==> src/rtl/uart_tx_scheduler.sv <==
// uart_tx_scheduler: shares the single UART TX FIFO write port among the
// command echo, time report and sensor report requesters. Requests are latched
// in pending flags. Echo always wins. Time and sensor alternate through a
// round-robin pointer. Each message is streamed as ASCII, one byte per
// accepted FIFO write.
module uart_tx_scheduler #(
  parameter bit P_CRLF    = 1'b1,
  parameter bit P_ECHO_EN = 1'b1
) (
  input  logic        iClk,
  input  logic        iRst,
  input  logic        iEcho_Req,
  input  logic [7:0]  iEcho_Data,
  input  logic        iTime_Req,
  input  logic [23:0] iTime_Bcd,
  input  logic        iSns_Req,
  input  logic [11:0] iDist_Bcd,
  input  logic [7:0]  iTemp_Bcd,
  input  logic [7:0]  iHumi_Bcd,
  input  logic        iTx_Full,
  output logic        oTx_Push,
  output logic [7:0]  oTx_Data,
  output logic        oBusy,
  output logic [2:0]  oGrant,
  output logic        oDrop
);

  localparam logic [0:0] S_IDLE = 1'b0;
  localparam logic [0:0] S_SEND = 1'b1;

  localparam logic [4:0] L_TIME_LAST = P_CRLF ? 5'd9  : 5'd7;
  localparam logic [4:0] L_SNS_LAST  = P_CRLF ? 5'd16 : 5'd14;

  logic [0:0] state_q;
  logic       pend_echo_q, pend_time_q, pend_sns_q;
  logic [7:0] echo_buf_q;
  logic       rr_q;          // 0: prefer time, 1: prefer sensor
  logic [2:0] grant_q;
  logic [4:0] idx_q;
  logic [27:0] msg_q;        // snapshot of the granted requester's data
  logic       drop_q;

  logic       echo_req;
  logic [2:0] grant_d;
  logic       start, clr_echo, push, done;
  logic [4:0] last_idx;
  logic [7:0] ch;

  function automatic logic [7:0] dig(input logic [3:0] n);
    return (n > 4'd9) ? 8'h3F : {4'h3, n};
  endfunction

  assign echo_req = iEcho_Req & P_ECHO_EN;

  // Arbitration: echo first, then time vs sensor by the round-robin pointer.
  always_comb begin
    grant_d = 3'b000;
    if (pend_echo_q)                    grant_d = 3'b001;
    else if (pend_time_q && pend_sns_q) grant_d = rr_q ? 3'b100 : 3'b010;
    else if (pend_time_q)               grant_d = 3'b010;
    else if (pend_sns_q)                grant_d = 3'b100;
  end

  assign start    = (state_q == S_IDLE) && (grant_d != 3'b000);
  assign clr_echo = start && grant_d[0];
  assign push     = (state_q == S_SEND) && !iTx_Full;

  // Index of the final byte of the message currently being sent.
  always_comb begin
    last_idx = 5'd0;
    if (grant_q[1]) last_idx = L_TIME_LAST;
    if (grant_q[2]) last_idx = L_SNS_LAST;
  end

  assign done = push && (idx_q == last_idx);

  // Character generator: the byte at position idx_q of the current message.
  always_comb begin
    ch = 8'h00;
    unique case (1'b1)
      grant_q[0]: ch = msg_q[7:0];
      grant_q[1]: begin
        case (idx_q)
          5'd0: ch = dig(msg_q[23:20]);
          5'd1: ch = dig(msg_q[19:16]);
          5'd2: ch = 8'h3A;
          5'd3: ch = dig(msg_q[15:12]);
          5'd4: ch = dig(msg_q[11:8]);
          5'd5: ch = 8'h3A;
          5'd6: ch = dig(msg_q[7:4]);
          5'd7: ch = dig(msg_q[3:0]);
          5'd8: ch = 8'h0D;
          5'd9: ch = 8'h0A;
          default: ch = 8'h00;
        endcase
      end
      grant_q[2]: begin
        case (idx_q)
          5'd0:  ch = 8'h44;
          5'd1:  ch = 8'h3D;
          5'd2:  ch = dig(msg_q[27:24]);
          5'd3:  ch = dig(msg_q[23:20]);
          5'd4:  ch = dig(msg_q[19:16]);
          5'd5:  ch = 8'h20;
          5'd6:  ch = 8'h54;
          5'd7:  ch = 8'h3D;
          5'd8:  ch = dig(msg_q[15:12]);
          5'd9:  ch = dig(msg_q[11:8]);
          5'd10: ch = 8'h20;
          5'd11: ch = 8'h48;
          5'd12: ch = 8'h3D;
          5'd13: ch = dig(msg_q[7:4]);
          5'd14: ch = dig(msg_q[3:0]);
          5'd15: ch = 8'h0D;
          5'd16: ch = 8'h0A;
          default: ch = 8'h00;
        endcase
      end
      default: ch = 8'h00;
    endcase
  end

  assign oTx_Push = push;
  assign oTx_Data = (state_q == S_SEND) ? ch : 8'h00;
  assign oBusy    = (state_q == S_SEND);
  assign oGrant   = grant_q;
  assign oDrop    = drop_q;

  // Pending flags, echo buffer and drop pulse. A request on the same edge as
  // its grant re-arms the flag; a fresh echo byte is accepted then because the
  // old one is being consumed by the grant.
  always_ff @(posedge iClk or posedge iRst) begin
    if (iRst) begin
      pend_echo_q <= 1'b0;
      pend_time_q <= 1'b0;
      pend_sns_q  <= 1'b0;
      echo_buf_q  <= 8'h00;
      drop_q      <= 1'b0;
    end else begin
      pend_echo_q <= (pend_echo_q & ~clr_echo) | echo_req;
      pend_time_q <= (pend_time_q & ~(start & grant_d[1])) | iTime_Req;
      pend_sns_q  <= (pend_sns_q  & ~(start & grant_d[2])) | iSns_Req;
      if (echo_req && (!pend_echo_q || clr_echo)) echo_buf_q <= iEcho_Data;
      drop_q      <= echo_req && pend_echo_q && !clr_echo;
    end
  end

  // Message FSM. The round-robin pointer only moves when time and sensor
  // actually contended, so an uncontested grant does not steal the turn.
  always_ff @(posedge iClk or posedge iRst) begin
    if (iRst) begin
      state_q <= S_IDLE;
      grant_q <= 3'b000;
      idx_q   <= 5'd0;
      msg_q   <= 28'h0;
      rr_q    <= 1'b0;
    end else if (start) begin
      state_q <= S_SEND;
      grant_q <= grant_d;
      idx_q   <= 5'd0;
      if (grant_d[0])      msg_q <= {20'h0, echo_buf_q};
      else if (grant_d[1]) msg_q <= {4'h0, iTime_Bcd};
      else                 msg_q <= {iDist_Bcd, iTemp_Bcd, iHumi_Bcd};
      if (!grant_d[0] && pend_time_q && pend_sns_q) rr_q <= grant_d[1];
    end else if (done) begin
      state_q <= S_IDLE;
      grant_q <= 3'b000;
      idx_q   <= 5'd0;
    end else if (push) begin
      idx_q   <= idx_q + 5'd1;
    end
  end

endmodule

==> config.mk <==
export PLATFORM = sky130hd
export DESIGN_NAME = uart_tx_scheduler
export DESIGN_NICKNAME = d
export VERILOG_FILES = /design/src/rtl/uart_tx_scheduler.sv
export SDC_FILE = /design/constraint.sdc
export NUM_CORES = 1
export LEC_CHECK = 0
export CAP_MARGIN = 15
export CORE_ASPECT_RATIO = 0.7
export CORE_MARGIN = 3
export CORE_UTILIZATION = 40
export DETAILED_ROUTE_END_ITERATION = 12
export PLACE_DENSITY = 0.67
export SYNTH_ARGS = -nofsm -noshare
export SYNTH_HDL_FRONTEND = slang
export SYNTH_SLANG_ARGS = --single-unit
==> constraint.sdc <==
create_clock -name iClk -period 3.4 [get_ports iClk]
set_clock_uncertainty 0.1 [all_clocks]
set_input_delay 0.51 -clock iClk [delete_from_list [all_inputs] [get_ports iClk]]
set_output_delay 0.51 -clock iClk [all_outputs]
set_load 0.01 [all_outputs]
# Word-level counts from Yosys, hierarchy flattened
# Cells that the tools add are included.
[word_totals]
regBits = 50
in_bits = 66
wordCells = 97
[op_classes]
n_addsub = 1
n_lt_le_gt_ge = 7
eq_ne = 17
n_mux = 27
bitwise = 12
reduce_logical = 23
[op_table]
columns = ["op", "count"]
rows = [
  ["7-bit one-hot mux with 14 select lines", 1],
  ["28-bit two-way mux", 2],
  ["6-bit one-hot mux with 9 select lines", 1],
  ["5-bit by 4-bit == test with 1-bit output, second input constant", 8],
  ["4-bit two-way mux", 8],
  ["4-bit greater-than comparator, second input constant", 7],
  ["8-bit one-hot mux with 3 select lines", 1],
  ["3-bit two-way mux", 7],
  ["5-bit by 3-bit == test with 1-bit output, second input constant", 4],
  ["5-bit two-way mux", 4],
  ["5-bit by 2-bit == test with 1-bit output, second input constant", 2],
  ["1-bit logical AND", 10],
  ["8-bit two-way mux", 1],
  ["3-bit nonzero test", 2],
  ["5-bit by 1-bit adder with 5-bit output, second input constant", 1],
  ["1-bit bitwise AND", 5],
  ["5-bit by 1-bit == test with 1-bit output, second input constant", 1],
  ["5-bit == test", 1],
  ["5-bit == test, second input constant", 1],
  ["5-bit logical NOT", 1],
  ["1-bit logical NOT", 4],
  ["1-bit NOT", 4],
  ["2-bit OR reduction", 2],
  ["1-bit OR", 3],
  ["other kinds (5)", 6],
]

# Depth between registers and ports, before layout
[logic_depth]
depth_word = 10
depth_mapped = 10
depth_no_buf = 8

# Worst setup path after synthesis
# No wires, ideal clock.
[synth_path]
kind = "flip-flop to output port"
start = "register idx_q[0]"
end = "output port oTx_Data[2]"
arrival_ns = 1.895
setup_slack_ns = 0.895
path_stages_with_launch = 10
n_path_buf = 1
cell_sequence = "dfrtp_1 -> inv_1 -> ha_1 -> buf_2 -> nor4_1 -> nor3_1 -> o31a_1 -> a21boi_1 -> a21oi_1 -> a21oi_1"
[synth_via]
elab_chain_len = 5
elab_cells_between_ends = 24
classes_between = "eq/ne: 16; mux: 4; reduce/logical: 4"
[synth_lines]
columns = ["item", "line", "rtl"]
rows = [
  ["start, declared", "39", "logic [4:0] idx_q;"],
  ["start signal, assigned", "170", "idx_q <= idx_q + 5'd1;"],
  ["5-bit by 4-bit == test with 1-bit output (tied with other cells)", "98", "case (idx_q)"],
  ["3-bit OR reduction (no source line) / 2-bit OR reduction (equally long branches)", "--", ""],
  ["7-bit one-hot mux with 14 select lines / 6-bit one-hot mux with 9 select lines (equally long branches)", "98, 83", ""],
  ["8-bit one-hot mux with 3 select lines (*)", "80", "unique case (1'b1)"],
  ["8-bit two-way mux (*)", "124", "assign oTx_Data = (state_q == S_SEND) ? ch : 8'h00;"],
  ["end, declared", "22", "output logic [7:0] oTx_Data,"],
]
# Every way passes the cells marked *; elsewhere a longest branch is shown, timed or not.

# Worst setup path after layout
[layout_path]
start = "register idx_q[1]"
end = "output port oTx_Data[1]"
# Same word-level chain as after synthesis.

==> results.cfg <==
[run_status]
outcome = finished, final reports clean

[finish]
layout.cells.non_filler = 560
drive_gt1_frac = 0.143
area_growth_pct = 35.7
mostFrequentLayoutCell = clkdlybuf4s50_1
seq_area_um2 = 1250
nets = 532
final_core_util = 0.584
fillers = 696
antenna_cells = 0
finalInstanceArea_um2 = 4450
multi_input_area_um2 = 1900
final_cell_mix = clkdlybuf4s50_1, nor2_1, dfrtp_1, a21oi_1, nand2_1

[timing]
slew_violations = 0
rsz0062_at_grt = true
relSlewSlack = 0.431
max_freq_mhz = 301
whs_ns = 0.361
final_hold_viol_count = 0
worstMarginPinSlew_ns = 0.851
setup_viol = 0
timing.final.crit_share = 0.978
period_needed_ns = 3.33

[power_and_ir_drop]
seq_power_share = 0.348
p_int_mw = 1.92
ir_drop_mv = 0.386
pwr-share-clk = 0.150
total_power_mw = 3.39
power_density_nw_per_um2 = 761
power.switching_mw = 1.47
sw_frac_of_total = 0.433
combinationalPowerShare = 0.502
power.leakage_nw = 1.85

[worst_setup_path]
rrSetupSlack_ns = 1.23
critPathRequiredTime_ns = 2.79
crit_type = register to output pin
crit_slowest_cell = clkdlybuf4s50_1
reg2reg_depth = 4
cp_max_fo = 8
cp_cell_sequence = inv_2 > ha_4 > or4b_4 > o22ai_1 > nor3_1 > o2111ai_2 > a22oi_2 > a21oi_2 > clkdlybuf4s50_1
crit_path_start_kind = register
cp_slowest_stage_delay_ns = 0.55
cp-end-kind = output pin
arrival_ns = 2.72

[clock_network]
cts_hold_buf = 0
cts-root-buf = clkbuf_16
cts_buffer_depth = 2
path_clk_slew_ns = 0.07
cts_max_level = 2
clk_latency_ns = 0.29
cts_tree = yes
cts_made_buffers = 5
cts_sinks = 50

[synth]
ys_ff_latch = 50
ys_seq_area_frac = 0.382
muxShareOfSynthArea = 0.0351
syn_area_um2 = 3280
ys_types = 59
yosys_warnings = 0
synth_ff_type = dfrtp_1
synthAdderAreaFrac = 0.0191
synth-simple-area-share = 0.210
synth_xor_area_frac = 0.00534
synth_cells = 378
synth_top_family_by_area = compound AO/OA/AOI/OAI gates
avgSynthCellArea_um2 = 8.67
synth_compound_area_frac = 0.288
ys_async_sr_fraction = 1.00
syn_nets = 449
synth_edf_count = 0

[floorplan]
dieArea_um2 = 9330
io_pins = 80
die_width_um = 114
fp-row-count = 26
start_util = 0.431
die_height_um = 81.7
core_area_um2 = 7610

[grt]
groute.usage.overall = 0.241
antenna_found_initial = 0
grt_start_max_net_pins = 51
grt_pass1_wl_um = 17500
grt_overflow_total = 0
grt_pass1_vias = 3252

[worst_hold_path]
hold_class = primary input to async pin

[routing]
totalWireLength_um = 10800
remaining_drc_errors = 0
vias_per_cell = 6.06
wl_per_cell_um = 19.4
vias = 3396
first_pass_iters = 7
antenna_left = 0
initialDrtViolationCount = 317

[placement]
dpl.cell_count = 545
hpwl_um = 8260
io_buffers = 79
gp_congestion = 1.02
placed_cell_area_um2 = 4160

[flow_run]
maxCapViolations = 0
cells by family (layout without fill, tap and decap cells):
kind of cell / Yosys count / in the layout
and+or+nand+nor: 138 / 138
buffers and inverters: 39 / 123
adders and majority gates: 5 / 5
xor gates and xnor gates: 2 / 2
muxes: 10 / 10
DFF: 50 / 50
AOI/OAI and AO/OA: 134 / 134
state kept, by name (all words and copies together) (netlist names):
register	cells
pend_sns_q	1
echo_buf_q	8
idx_q	5
oBusy	1
oDrop	1
msg_q	28
pend_echo_q	1
rr_q	1
oGrant	3
pend_time_q	1
routing by layer:
layer / wire [µm] / global-route usage / up-vias
met1: 5190 / 0.362 / 1628
met5: 0 / 0 / -
met2: 4570 / 0.355 / 173
met3: 1020 / 0.0611 / 11
met4: 58 / 0.0332 / 0
li1: - / - / 1584
power by group through the flow:
stage / registers [mW] / logic (mW) / clock network (mW)
CTS: 1.16 / 1.65 / 0.513
detailed placement: 1.18 / 1.60 / 0
finish: 1.18 / 1.70 / 0.507
global placement: 1.16 / 1.59 / 0
global route: 1.22 / 1.88 / 0.541
floorplan: 1.04 / 1.09 / 0
synthesized netlist by cell type (10+ instances only):
master / number / area, µm²
a21oi_1: 29 / 145
a221oi_1: 14 / 123
a222oi_1: 12 / 120
buf_2: 10 / 50.1
dfrtp_1: 50 / 1250
inv_1: 14 / 52.6
nand2_1: 28 / 105
nand2b_1: 13 / 81.3
nor2_1: 49 / 184
nor3_1: 12 / 60.1
o21ai_0: 27 / 135
through the flow:
stage	setup TNS, ns	setup slack, ns
6_report	0	0.0734
5_1_grt	-0.0466	-0.0448
4_1_cts	0	0.0201
3_5_place_dp	0	0.0383
3_3_place_gp	0	0.137
2_1_floorplan	0	0.895
worst max-delay path, delay by kind of cell, from the launching register on:
kind | cells | cell delay (ns)
AND/OR/NAND/NOR | 2 | 0.57
adder cells (fa/ha/maj) | 1 | 0.20
buffers and inverters | 2 | 0.67
AO/OA/AOI/OAI | 4 | 0.54
flip-flops | 1 | 0.45
final timing paths:
| path | from | end |
|---|---|---|
| max | idx_q[1] | oTx_Data[1] |
| min | iRst | pend_sns_q |
| max reg2reg | pend_echo_q | msg_q[6] |
| min reg2reg | echo_buf_q[5] | echo_buf_q[5] |
| max in group asynchronous | iRst | idx_q[3] |
| min in group iClk | echo_buf_q[5] | echo_buf_q[5] |
final cells by class:
| class | count | area share |
|---|---|---|
| Inverter | 14 | 0.0118 |
| Timing Repair Buffer | 101 | 0.219 |
| Clock inverter | 2 | 0.00281 |
| Multi-Input combinational cell | 289 | 0.426 |
| Tap cell | 98 | 0.0276 |
| Sequential cell | 50 | 0.282 |
| Clock buffer | 6 | 0.0312 |
what timing repair did:
| item | CTS | global route |
|---|---|---|
| gates resized for setup | 6 | 17 |
| setup endpoints to repair | 6 | 4 |
| pin swaps | 3 | 4 |
| buffers inserted | 5 | 1 |
Power figures use the tool's default switching activity.
